[src/rtl/muldiv_ctrl.sv]
// HI/LO sequencer: MULT via the external registered multiplier,
// signed DIV via an internal restoring divider.
module muldiv_ctrl #(
    parameter int WIDTH     = 32,
    parameter int DIV_ITERS = 32
) (
    input  logic             clock,
    input  logic             reset,
    input  logic             start,
    input  logic             op,
    input  logic [WIDTH-1:0] a,
    input  logic [WIDTH-1:0] b,
    output logic [WIDTH-1:0] mult_a,
    output logic [WIDTH-1:0] mult_b,
    input  logic [WIDTH-1:0] mult_hi,
    input  logic [WIDTH-1:0] mult_low,
    output logic             busy,
    output logic             done,
    output logic             div_zero,
    output logic [WIDTH-1:0] hi,
    output logic [WIDTH-1:0] lo
);

    localparam int CW = $clog2(DIV_ITERS);

    typedef enum logic [2:0] {
        IDLE,
        M_WAIT,
        M_WRITE,
        D_PREP,
        D_ITER,
        D_FIX,
        DONE
    } state_t;

    state_t           state_q, state_d;
    logic [WIDTH-1:0] a_q, a_d;
    logic [WIDTH-1:0] b_q, b_d;
    logic [WIDTH-1:0] hi_q, hi_d;
    logic [WIDTH-1:0] lo_q, lo_d;
    logic [WIDTH:0]   rem_q, rem_d;
    logic [WIDTH-1:0] quot_q, quot_d;
    logic [WIDTH:0]   dvsr_q, dvsr_d;
    logic [CW-1:0]    cnt_q, cnt_d;
    logic             q_neg_q, q_neg_d;
    logic             r_neg_q, r_neg_d;
    logic             dz_q, dz_d;

    logic [WIDTH-1:0] a_mag;
    logic [WIDTH:0]   b_mag;
    logic [WIDTH+1:0] rem_sh;
    logic [WIDTH+1:0] trial;

    // An unsigned 32-bit magnitude already holds |-2^31| exactly.
    assign a_mag  = a_q[WIDTH-1] ? -a_q : a_q;
    assign b_mag  = b_q[WIDTH-1] ? -{1'b1, b_q} : {1'b0, b_q};
    assign rem_sh = {rem_q, quot_q[WIDTH-1]};
    assign trial  = rem_sh - {1'b0, dvsr_q};

    always_ff @(posedge clock) begin
        if (!reset) begin
            state_q <= IDLE;
            a_q     <= '0;
            b_q     <= '0;
            hi_q    <= '0;
            lo_q    <= '0;
            rem_q   <= '0;
            quot_q  <= '0;
            dvsr_q  <= '0;
            cnt_q   <= '0;
            q_neg_q <= 1'b0;
            r_neg_q <= 1'b0;
            dz_q    <= 1'b0;
        end else begin
            state_q <= state_d;
            a_q     <= a_d;
            b_q     <= b_d;
            hi_q    <= hi_d;
            lo_q    <= lo_d;
            rem_q   <= rem_d;
            quot_q  <= quot_d;
            dvsr_q  <= dvsr_d;
            cnt_q   <= cnt_d;
            q_neg_q <= q_neg_d;
            r_neg_q <= r_neg_d;
            dz_q    <= dz_d;
        end
    end

    always_comb begin
        state_d = state_q;
        a_d     = a_q;
        b_d     = b_q;
        hi_d    = hi_q;
        lo_d    = lo_q;
        rem_d   = rem_q;
        quot_d  = quot_q;
        dvsr_d  = dvsr_q;
        cnt_d   = cnt_q;
        q_neg_d = q_neg_q;
        r_neg_d = r_neg_q;
        dz_d    = dz_q;

        unique case (state_q)
            IDLE, DONE: begin
                dz_d = 1'b0;
                if (start) begin
                    a_d     = a;
                    b_d     = b;
                    state_d = op ? D_PREP : M_WAIT;
                end else begin
                    state_d = IDLE;
                end
            end
            M_WAIT: begin
                state_d = M_WRITE;
            end
            M_WRITE: begin
                hi_d    = mult_hi;
                lo_d    = mult_low;
                state_d = DONE;
            end
            D_PREP: begin
                if (b_q == '0) begin
                    dz_d    = 1'b1;
                    state_d = DONE;
                end else begin
                    quot_d  = a_mag;
                    dvsr_d  = b_mag;
                    rem_d   = '0;
                    q_neg_d = a_q[WIDTH-1] ^ b_q[WIDTH-1];
                    r_neg_d = a_q[WIDTH-1];
                    cnt_d   = '0;
                    state_d = D_ITER;
                end
            end
            D_ITER: begin
                if (!trial[WIDTH+1]) begin
                    rem_d  = trial[WIDTH:0];
                    quot_d = {quot_q[WIDTH-2:0], 1'b1};
                end else begin
                    rem_d  = rem_sh[WIDTH:0];
                    quot_d = {quot_q[WIDTH-2:0], 1'b0};
                end
                cnt_d = cnt_q + CW'(1);
                if (cnt_q == CW'(DIV_ITERS - 1)) begin
                    state_d = D_FIX;
                end
            end
            D_FIX: begin
                lo_d    = q_neg_q ? -quot_q : quot_q;
                hi_d    = r_neg_q ? -rem_q[WIDTH-1:0]
                                  : rem_q[WIDTH-1:0];
                state_d = DONE;
            end
            default: begin
                state_d = IDLE;
            end
        endcase
    end

    assign mult_a   = a_q;
    assign mult_b   = b_q;
    assign hi       = hi_q;
    assign lo       = lo_q;
    assign busy     = (state_q != IDLE) && (state_q != DONE);
    assign done     = (state_q == DONE);
    assign div_zero = (state_q == DONE) && dz_q;

endmodule

[config.mk]
export PLATFORM = sky130hd
export DESIGN_NAME = muldiv_ctrl
export DESIGN_NICKNAME = d
export VERILOG_FILES = /design/src/rtl/muldiv_ctrl.sv
export SDC_FILE = /design/constraint.sdc
export NUM_CORES = 1
export LEC_CHECK = 0
export ABC_AREA = 1
export BUFFER_PORTS_ARGS = -buffer_cell sky130_fd_sc_hd__clkbuf_2
export CAP_MARGIN = 5
export CORE_MARGIN = 2
export CORE_UTILIZATION = 53
export CTS_BUF_LIST = sky130_fd_sc_hd__clkbuf_4 sky130_fd_sc_hd__clkbuf_8
export CTS_CLUSTER_DIAMETER = 150
export DETAILED_ROUTE_END_ITERATION = 16
export PLACE_DENSITY_LB_ADDON = 0.2
export SLEW_MARGIN = 25
export SYNTH_ARGS = -nofsm -noshare
export SYNTH_HDL_FRONTEND = slang
export SYNTH_SLANG_ARGS = --single-unit
[constraint.sdc]
create_clock -name clock -period 4.05 [get_ports clock]
set_input_delay 1.0125 -clock clock [delete_from_list [all_inputs] [get_ports clock]]
set_output_delay 1.0125 -clock clock [all_outputs]
set_load 0.03 [all_outputs]
==> Yosys cells after proc, flatten, opt, wreduce, memory -nomap -nowiden <==
Cells that the tools add are included.
W data, S select, Z words.
{ "totals": {"out_inout_bits": 131, "in_bits": 132, "ff_bits": 237} }
{ "classes": {"n_addsub": 6, "n_reduce_logical": 14, "n_mux": 21, "eq_ne": 11, "bitwise": 2} }
{ "op_table": {"columns": ["cell", "count"], "rows": [
  ["$pmux W32 S2", 3],
  ["$mux W32", 4],
  ["$mux W33", 3],
  ["$neg A32 Y32", 3],
  ["$pmux W33 S2", 1],
  ["$sub A34 B33 Y34", 1],
  ["$neg A33 Y33", 1],
  ["$logic_not A32 Y1", 1],
  ["$pmux W3 S5", 1],
  ["$pmux W5 S2", 1],
  ["$eq A3 B3 Y1 const B", 3],
  ["$reduce_and A2 Y1", 4],
  ["$eq A3 B2 Y1 const B", 2],
  ["$mux W2", 3],
  ["$ne A2 B2 Y1 const B", 3],
  ["$reduce_bool A2 Y1", 3],
  ["$add A5 B1 Y5 const B", 1],
  ["$eq A5 B5 Y1 const B", 1],
  ["$mux W5", 1],
  ["$reduce_or A2 Y1", 2],
  ["$eq A3 B1 Y1 const B", 1],
  ["$logic_not A3 Y1", 1],
  ["$mux W3", 1],
  ["$ne A3 B3 Y1 const B", 1],
  ["6 further kinds", 8]
]} }

==> Depth between registers and ports, before layout <==
{ "logic_depth": {"depth_word": 4, "ltp_mapped": 18, "ltp_nobuf": 17} }

==> Worst setup path before layout <==
OpenSTA, ideal clock, no wires.
{ "synth_path": {"path_type": "flip-flop to output port", "start": "reg state_q[0]", "end": "out div_zero", "n_path_buf": 1, "required_time_ns": 3.038, "t_arrival_ns": 1.441, "stages_incl_launch_ff": 3, "path_slack_ns": 1.596, "cell_sequence": "dfxtp_1 > buf_2 > nor4_1"} }
{ "synth_between": {"elab_chain_cells": 2} }
{ "synth_lines": {"columns": ["item", "line", "rtl"], "rows": [
  ["from (decl)", "36", "state_t state_q, state_d;"],
  ["from (signal assigned)", "75", "state_q <= state_d;"],
  ["$eq A3 B3 Y1", "168", "assign div_zero = (state_q == DONE) && dz_q;"],
  ["$logic_and A1 B1 Y1", "168", null],
  ["to (decl)", "19", "output logic div_zero,"]
]} }
Every way passes these cells.

==> Worst setup path in the final report <==
{ "layout_path": {"start": "reg state_q[1]", "end": "out busy"} }
{ "layout_between": {"elab_chain_cells": 2, "word_cells_on_any_way": 3, "classes_between": "1 x eq/ne; 2 x reduce/logical"} }
{ "layout_lines": {"columns": ["item", "line", "rtl"], "rows": [
  ["$ne A3 B3 Y1 or $reduce_bool A3 Y1 (tied branches)", "166", "assign busy = (state_q != IDLE) && (state_q != DONE);"],
  ["$logic_and A1 B1 Y1 *", "166", null],
  ["to (decl)", "17", "output logic busy,"]
]} }
Every way passes the cells marked *; elsewhere a longest branch is shown, timed or not.

==> results.cfg <==
[cts]
cts-root-buf = clkbuf_8
insertion_delay_ns = 0.57
cts_tree = done
cts_resized = 0
clkSlewWorstSetupHoldPaths_ns = 0.06
clockBufferDepth = 3
htree_levels = 2
postCtsSetupBuffers = 0
cts.sinks = 237
hold_buffers = 0
cts_inserted_buffers = 42

[logic_synthesis]
yosysTopAreaCellShare_pct = 30.53
synth-edff-count = 0
synthTopCellsByArea = dfxtp_1 31%, nand2_1 15%, a21oi_1 7.5%
async_flop_share_pct = 0
synthDistinctLibCells = 47
ys_warn_count = 0
ys_seq_elements = 237
netlist_top_cells_count = 631 x nand2_1, 303 x inv_1, 244 x nor2_1
syn_nets = 2668
synth_area_mm2 = 0.01554
synthCells = 2496
yosysMostFrequentCell = nand2_1
synth_area_per_cell_um2 = 6.226
synth_ff_type = dfxtp_1
yosys.area.top_type = dfxtp_1
ys_seq_area_share_pct = 30.53

[placement]
gp_congestion = 0.9988
port_buffers = 262
dp_hpwl_mm = 41.15
placed_cells = 3041

[timing]
hold_ws_ns = 0.4578
fin_crit_ns = 3.177
slew_headroom_pct = 29.38
setup_violations = 0
min_period_over_period_pct = 78.44
final.setup.tns_ns = 0
hold_viol_final = 0
max_freq_ghz = 0.3148
skew_ns = 0.02135
rsz0062_at_grt = no
worst_slew_pin_slew_ns = 1.059
drv_slew = 0

[drt]
viasPerCell = 5.555
routedWlPerCell_um = 17.25
firstDrtPassIters = 6
drt-initial-drc-count = 1792
wirelength_mm = 53.78
via_count = 17320
antenna_left = 0
drc = 0

[finish]
nets = 2873
register_area_mm2 = 0.004745
layout-area-overhead-vs-synth_pct = 15.72
fin_util_pct = 62.49
fillers = 2863
layout.cells.non_filler = 3118
multi_input_area_mm2 = 0.009092
diodes = 0
layout-drive-gt1-share_pct = 14.37

[min_path]
hp-start = dvsr_q[32]
holdCritPathClass = reg2reg

[grt]
grt_use_met3_pct = 5.374
track_usage_pct = 34.43
gr-usage-met1_pct = 49.87
grt_pass1_wl_mm = 84.86
antenna_found_initial = 0
busiest_layer = met2
grt_overflow = 0
grt_use_met2_pct = 52.66
grt_pass1_vias = 15690
grt_max_degree = 111

[die]
initial_core_util_pct = 54.00
coreArea_mm2 = 0.02878
fp.dieW_um = 175.2
die_h_um = 175.2
num_io_pins = 263
die-area_mm2 = 0.03071
rows = 62

[setup_path]
startpoint = state_q[1]
crit_path_max_fanout = 17
r2r-start = dvsr_q[4]
end_kind = output pin
crit_type = reg2out
cp.arrival_ns = 2.16
cp_data_required_time_ns = 3.04
cp-start-kind = flop
r2r_setup_slack_ns = 1.12

[status]
status = finished, final reports clean

[job]
maxCapViolCount = 0
through the flow:
step | instance area [µm²] | worst slack [ns]
after global routing | 17980 | 0.7658
final | 17980 | 0.8733
after detailed placement | 16950 | 1.209
after floorplan | 15540 | 1.596
after global placement | 16940 | 1.161
after CTS | 17980 | 0.8814
final cells by class:
type / instances / area share, %
Timing Repair Buffer: 280 / 8.043
Inverter: 314 / 6.575
Sequential cell: 237 / 26.38
Clock buffer: 65 / 4.522
Multi-Input combinational cell: 1826 / 50.56
Tap cell: 384 / 2.672
Clock inverter: 12 / 1.245
placed cells by master (no fill, tap or decap), types with 15 or more instances in the layout:
| cell | count |
|---|---|
| o211ai_1 | 22 |
| nand2_1 | 631 |
| o221ai_1 | 19 |
| nand4_1 | 22 |
| xnor2_1 | 19 |
| a21oi_1 | 233 |
| inv_1 | 303 |
| o21ai_0 | 120 |
| buf_4 | 18 |
| clkbuf_8 | 52 |
| nor2_1 | 244 |
| nor3_1 | 35 |
| dfxtp_1 | 237 |
| nand3_1 | 218 |
| clkbuf_2 | 261 |
| a31oi_1 | 15 |
| ha_1 | 39 |
| o21ai_1 | 50 |
| xor2_1 | 63 |
| o21a_1 | 16 |
logic make-up (layout without fill, tap and decap cells):
group / count (synthesis) / after routing / synth area share (%)
simple gates: 1203 / 1203 / 32.82
buf+inv: 433 / 671 / 11.00
flops: 237 / 237 / 30.53
xor+xnor: 82 / 82 / 4.621
fa+ha+maj: 40 / 40 / 3.269
compound gates: 501 / 501 / 17.76
layer usage:
metal / up-vias / part of all wire (%)
li1: 8545 / -
met1: 7868 / 46
met2: 794 / 43
met3: 114 / 8.4
met4: 0 / 3.0
met5: - / 0
flip-flops by register name, indices dropped and copies added (netlist names):
signal	cells
dvsr_q	33
rem_q	33
hi	32
lo	32
mult_a	32
mult_b	32
quot_q	32
cnt_q	5
state_q	3
dz_q	1
q_neg_q	1
r_neg_q	1
critical path, cell delays in order (launching register included):
cell,delay [ns]
dfxtp_1,0.49
inv_2,0.12
nand3_2,0.07
buf_4,0.28
nand2_4,0.08
nor3_2,0.17
nand2_1,0.15
clkbuf_2,0.22
path summary, 6_finish.rpt:
check	endpoint	cells past startpoint
hold reg to reg	dvsr_q[32]	2
setup reg to reg	rem_q[7]	16
setup / recovery	busy	7
hold / removal	dvsr_q[32]	2
Power is left out: the tool's default activity adds up to more than one toggle a clock period on the data nets, which glitch-free logic cannot reach.
